## config.mk

```make
export PLATFORM = sky130hd
export DESIGN_NAME = instr_fetcher_cache
export DESIGN_NICKNAME = d
export VERILOG_FILES = /design/src/rtl/instr_fetcher_cache.sv
export SDC_FILE = /design/constraint.sdc
export NUM_CORES = 1
export LEC_CHECK = 0
export ABC_CLOCK_PERIOD_IN_PS = 4600
export CORE_ASPECT_RATIO = 0.8
export CORE_MARGIN = 8
export CORE_UTILIZATION = 50
export CTS_BUF_LIST = sky130_fd_sc_hd__clkbuf_4 sky130_fd_sc_hd__clkbuf_8 sky130_fd_sc_hd__clkbuf_16
export DETAILED_ROUTE_END_ITERATION = 12
export GPL_TIMING_DRIVEN = 1
export PLACE_DENSITY = 0.69
export SYNTH_ARGS = -nofsm -noshare
export SYNTH_HDL_FRONTEND = slang
export SYNTH_SLANG_ARGS = --single-unit
export TNS_END_PERCENT = 5
```

## constraint.sdc

```tcl
create_clock -name clk -period 4.6 [get_ports clk]
set_input_delay 0.92 -clock clk [delete_from_list [all_inputs] [get_ports clk]]
set_output_delay 0.92 -clock clk [all_outputs]
set_load 0.01 [all_outputs]
```

## src/rtl/instr_fetcher_cache.sv

```systemverilog
// Per-core instruction fetcher with a direct-mapped, one-instruction-per-line cache.
// Answers the scheduler's FETCH/DECODE handshake and refills misses over a valid/ready read channel.
module instr_fetcher_cache #(
    parameter int PROGRAM_MEM_ADDR_BITS = 8,
    parameter int PROGRAM_MEM_DATA_BITS = 16,
    parameter int CACHE_LINES           = 8,
    parameter int COUNTER_BITS          = 16
) (
    input  logic                             clk,
    input  logic                             reset,
    input  logic [2:0]                       core_state,
    input  logic [7:0]                       current_pc,
    input  logic                             flush,
    output logic                             mem_read_valid,
    output logic [PROGRAM_MEM_ADDR_BITS-1:0] mem_read_address,
    input  logic                             mem_read_ready,
    input  logic [PROGRAM_MEM_DATA_BITS-1:0] mem_read_data,
    output logic [2:0]                       fetcher_state,
    output logic [PROGRAM_MEM_DATA_BITS-1:0] instruction,
    output logic [COUNTER_BITS-1:0]          hit_count,
    output logic [COUNTER_BITS-1:0]          miss_count
);

    localparam int INDEX_BITS = $clog2(CACHE_LINES);
    localparam int TAG_BITS   = PROGRAM_MEM_ADDR_BITS - INDEX_BITS;

    localparam logic [2:0] CORE_FETCH  = 3'd1;
    localparam logic [2:0] CORE_DECODE = 3'd2;

    typedef enum logic [2:0] {
        FS_IDLE     = 3'd0,
        FS_FETCHING = 3'd1,
        FS_FETCHED  = 3'd2
    } fetch_state_t;

    fetch_state_t state;

    logic [CACHE_LINES-1:0]           line_valid;
    logic [TAG_BITS-1:0]              line_tag  [CACHE_LINES];
    logic [PROGRAM_MEM_DATA_BITS-1:0] line_data [CACHE_LINES];

    logic [PROGRAM_MEM_ADDR_BITS-1:0] pc_addr;
    logic [INDEX_BITS-1:0]            lookup_index;
    logic [TAG_BITS-1:0]              lookup_tag;
    logic [INDEX_BITS-1:0]            fill_index;
    logic [TAG_BITS-1:0]              fill_tag;
    logic                             lookup_en;
    logic                             lookup_hit;
    logic                             fill_blocked;
    logic                             fill_en;

    function automatic logic [COUNTER_BITS-1:0] sat_inc(input logic [COUNTER_BITS-1:0] value);
        return (value == '1) ? value : value + 1'b1;
    endfunction

    assign pc_addr      = PROGRAM_MEM_ADDR_BITS'(current_pc);
    assign lookup_index = pc_addr[INDEX_BITS-1:0];
    assign lookup_tag   = pc_addr[PROGRAM_MEM_ADDR_BITS-1:INDEX_BITS];
    assign fill_index   = mem_read_address[INDEX_BITS-1:0];
    assign fill_tag     = mem_read_address[PROGRAM_MEM_ADDR_BITS-1:INDEX_BITS];

    // The lookup reads the pre-flush contents, so a flush alongside a hit still hits.
    assign lookup_en  = (state == FS_IDLE) && (core_state == CORE_FETCH);
    assign lookup_hit = line_valid[lookup_index] && (line_tag[lookup_index] == lookup_tag);

    // A flush seen at any point of an outstanding miss keeps its data out of the cache.
    assign fill_en = (state == FS_FETCHING) && mem_read_ready && !fill_blocked && !flush;

    assign fetcher_state = state;

    always_ff @(posedge clk) begin
        if (reset) begin
            state            <= FS_IDLE;
            mem_read_valid   <= 1'b0;
            mem_read_address <= '0;
            instruction      <= '0;
            hit_count        <= '0;
            miss_count       <= '0;
            line_valid       <= '0;
            fill_blocked     <= 1'b0;
        end else begin
            unique case (state)
                FS_IDLE: begin
                    if (lookup_en) begin
                        if (lookup_hit) begin
                            state       <= FS_FETCHED;
                            instruction <= line_data[lookup_index];
                            hit_count   <= sat_inc(hit_count);
                        end else begin
                            state            <= FS_FETCHING;
                            mem_read_valid   <= 1'b1;
                            mem_read_address <= pc_addr;
                            miss_count       <= sat_inc(miss_count);
                            fill_blocked     <= 1'b0;
                        end
                    end
                end
                FS_FETCHING: begin
                    if (flush) begin
                        fill_blocked <= 1'b1;
                    end
                    if (mem_read_ready) begin
                        state          <= FS_FETCHED;
                        mem_read_valid <= 1'b0;
                        instruction    <= mem_read_data;
                    end
                end
                FS_FETCHED: begin
                    if (core_state == CORE_DECODE) begin
                        state <= FS_IDLE;
                    end
                end
                default: begin
                    state          <= FS_IDLE;
                    mem_read_valid <= 1'b0;
                end
            endcase

            if (flush) begin
                line_valid <= '0;
            end else if (fill_en) begin
                line_valid[fill_index] <= 1'b1;
            end
        end
    end

    // Tag and data storage needs no reset; the valid bits gate every use of it.
    always_ff @(posedge clk) begin
        if (fill_en) begin
            line_tag[fill_index]  <= fill_tag;
            line_data[fill_index] <= mem_read_data;
        end
    end

endmodule

```

==> impl_results.md <==
- Run status: complete, no violations
- Fin worst setup slack: approximately 1.4 ns
- Fmax: 0.313 GHz
- Sequential share of power: 0.499
- Top cells by area, synth: edfxtp_1, dfxtp_1, mux4_2
- Cts bufs inserted: 24
- Total setup buffers inserted after CTS: 0
- Fin nets: 753
- Leading area contributor after synthesis: edfxtp_1
- EDFF count, synth: between 150 and 200
- Core area: 0.0189 sq mm
- Post-synth top area share: 0.525
- Vias/cell: 5.64
- Wire per inst: 20.3 um
- Total Routing Usage GR: 0.166
- Final Non-Filler Cells: 996
- Routed vias: 5618
- First-pass DRT Iterations: 6
- Pwr/cell area: 394 mW/mm^2
- Max incr delay on CP: 0.71 ns
- Die X: 171 um
- CP delay by family, top: buffers and inverters
- Residual DRC count: 0
- Layout cells sized above 1: 0.165
- Buffers on Ports: 89
- Antenna viol nets, final: 0
- Design area: 0.0116 sq mm
- Switching share of total power: 0.199
- Layout area overhead: 20.9%
- Clock sink total: 236
- Initial antenna violation count: 0
- Critical path data required time: 5.03 ns
- Post-synth top cells: edfxtp_1, dfxtp_1, mux2i_1
- Antenna diode instance count: 0
- Crit path max fanout: 28
- Netlist cell types: 57
- Rel. slew slack: 0.375
- Clock Path Buffers: 3
- Clock Power Share: 0.458
- Final Util: 0.614
- Initial core utilization: 0.508
- Vias in the first global route: 5660
- # H-tree levels: 1
- Max-cap viol count: 0
- Pint: 3.67 mW
- Endpoints failing hold: 0
- Slew Viols, Final: 0
- Gpl congestion: 0.817
- Fillers: 1447
- Combinational power share: 0.043
- IO Pins: 91
- Final period util: 0.695
- Psw: 0.910 mW
- Clk slew on worst S/H paths: 0.06 ns
- Tightest hold margin: around 0.46 ns
- Post-Place Cell Area: 0.0108 sq mm
- Cells after synthesis: between 600 and 700
- Post-synth ARST share: 0
- Core Rows: 45
- Die height: 140 um
- Worst setup EP type: flip-flop
- Critical-path cell list: clkdlybuf4s50_1, buf_4, mux2_2, nand4_4, o211ai_4, or4_1, a21oi_1
- Syn Area/Cell: 15.3 sq um
- Final WL: between 20 and 25 mm
- FF+latch count, synth: between 200 and 250
- Peak VDD IR: a little under 0.0004 V
- Skew-Pair Late Insertion Delay: between 0.5 and 0.6 ns
- Min Tclk post-route: roughly 3.2 ns
- Unrepaired setup endpoints after global routing: no
- Most common cell in the netlist: edfxtp_1
- Post_cts resized: 0
- Pin count of the biggest net entering global routing: about 50
- Post-Place Cells: 952
- Post-synth top flop: edfxtp_1
- Buf/Inv on CP: 2
- Gr ovfl total: 0
- CP Class: in -> reg
- Die area: 0.0239 sq mm
- Warnings from Yosys: 0
- Sequential cell area fraction in the yosys report: 0.667
- Drt initial violations: 514
- Mapped Nets: 659
- Pleak: 3.91 nW
- Hold crit path type: reg -> reg
- Dpl ws: just under 0.9 ns
- Mapped Area: 0.00961 sq mm
- Worst Skew: 0.0107 ns
- Global-route wire length before repair: approximately 31 mm
- Worst slew pin tran: 0.938 ns
- CTS Hold Bufs: 0
- Setup tns final: 0 ns
- Final setup violation count: 0
- Clock Tree Root: clkbuf_16
- Overall Power: roughly 4.6 mW
- Hpwl dp: around 12 mm
- Arr. time, crit path: 3.63 ns
- CTS tree: yes
- Max stage delay cell, worst path: clkdlybuf4s50_1
- Setup crit start kind: input port
[state kept, by name (all words and copies together) (netlist names)]
signal	count
fetcher_state	2
fill_blocked	1
hit_count	16
instruction	16
line_data	128
line_tag	40
line_valid	8
mem_read_address	8
mem_read_valid	1
miss_count	16
[logic make-up after synthesis]
family	count (synthesis)	synth area share
and+or+nand+nor	158	0.0859
muxes	106	0.163
xor gates and xnor gates	10	0.00990
DFF	236	0.667
buffers and inverters	39	0.0236
adders and majority gates	2	0.00260
AOI/OAI and AO/OA	74	0.0482
other	1	0.000390
[metal layers]
metal  global-route usage  part of all wire  up-vias  wire (um)
li1                     -                 -     2598          -
met1                0.226              0.45     2844       9140
met2                0.270              0.47      157       9470
met3               0.0382             0.066       19       1330
met4               0.0352             0.013        0        254
met5                    0                 0        -          0
[worst paths after layout]
path | start | end | slack [ns] | cells past startpoint
setup / recovery | current_pc[2] | miss_count[5]$_SDFFE_PP0P_ | 1.40 | 7
hold reg to reg | line_valid[7]$_SDFFE_PP0P_ | line_valid[7]$_SDFFE_PP0P_ | 0.46 | 1
hold / removal | line_valid[7]$_SDFFE_PP0P_ | line_valid[7]$_SDFFE_PP0P_ | 0.46 | 1
setup reg to reg | fetcher_state[0]$_SDFFE_PP0P_ | line_data[5][5]$_DFFE_PP_ | 2.01 | 4
[power by group through the flow]
| stage | registers, mW | logic (mW) | clock network, mW |
|---|---|---|---|
| final | 2.29 | 0.198 | 2.10 |
| after CTS | 2.29 | 0.201 | 2.13 |
| after global placement | 2.33 | 0.194 | 0 |
| after floorplan | 2.33 | 0.121 | 0 |
| after global routing | 2.29 | 0.213 | 2.21 |
| after detailed placement | 2.33 | 0.199 | 0 |
[cells in the final DEF (no fill, tap or decap), types with 8 or more instances in the layout]
master	synthesis	layout
clkdlybuf4s50_1	0	86
nor2_1	56	50
o21a_1	8	8
nand3_1	11	11
or3_1	10	10
edfxtp_1	168	168
o21ai_0	27	25
a21oi_1	22	22
nand4_1	8	8
nand2_1	29	29
buf_4	5	12
mux2i_1	62	62
mux4_2	38	38
dfxtp_1	68	68
clkbuf_16	0	25
[layout make-up]
cell class                 instances  area, sq um  share of cell area
clock buffer                      28          661              0.0569
clock inverter                    16          205              0.0177
inverter                           6         22.5             0.00194
multi-input combinational        351         3040               0.261
sequential                       236         6410               0.551
tap                              258          323              0.0278
timing repair buffer             101          966              0.0831
Power figures use the tool's default switching activity.
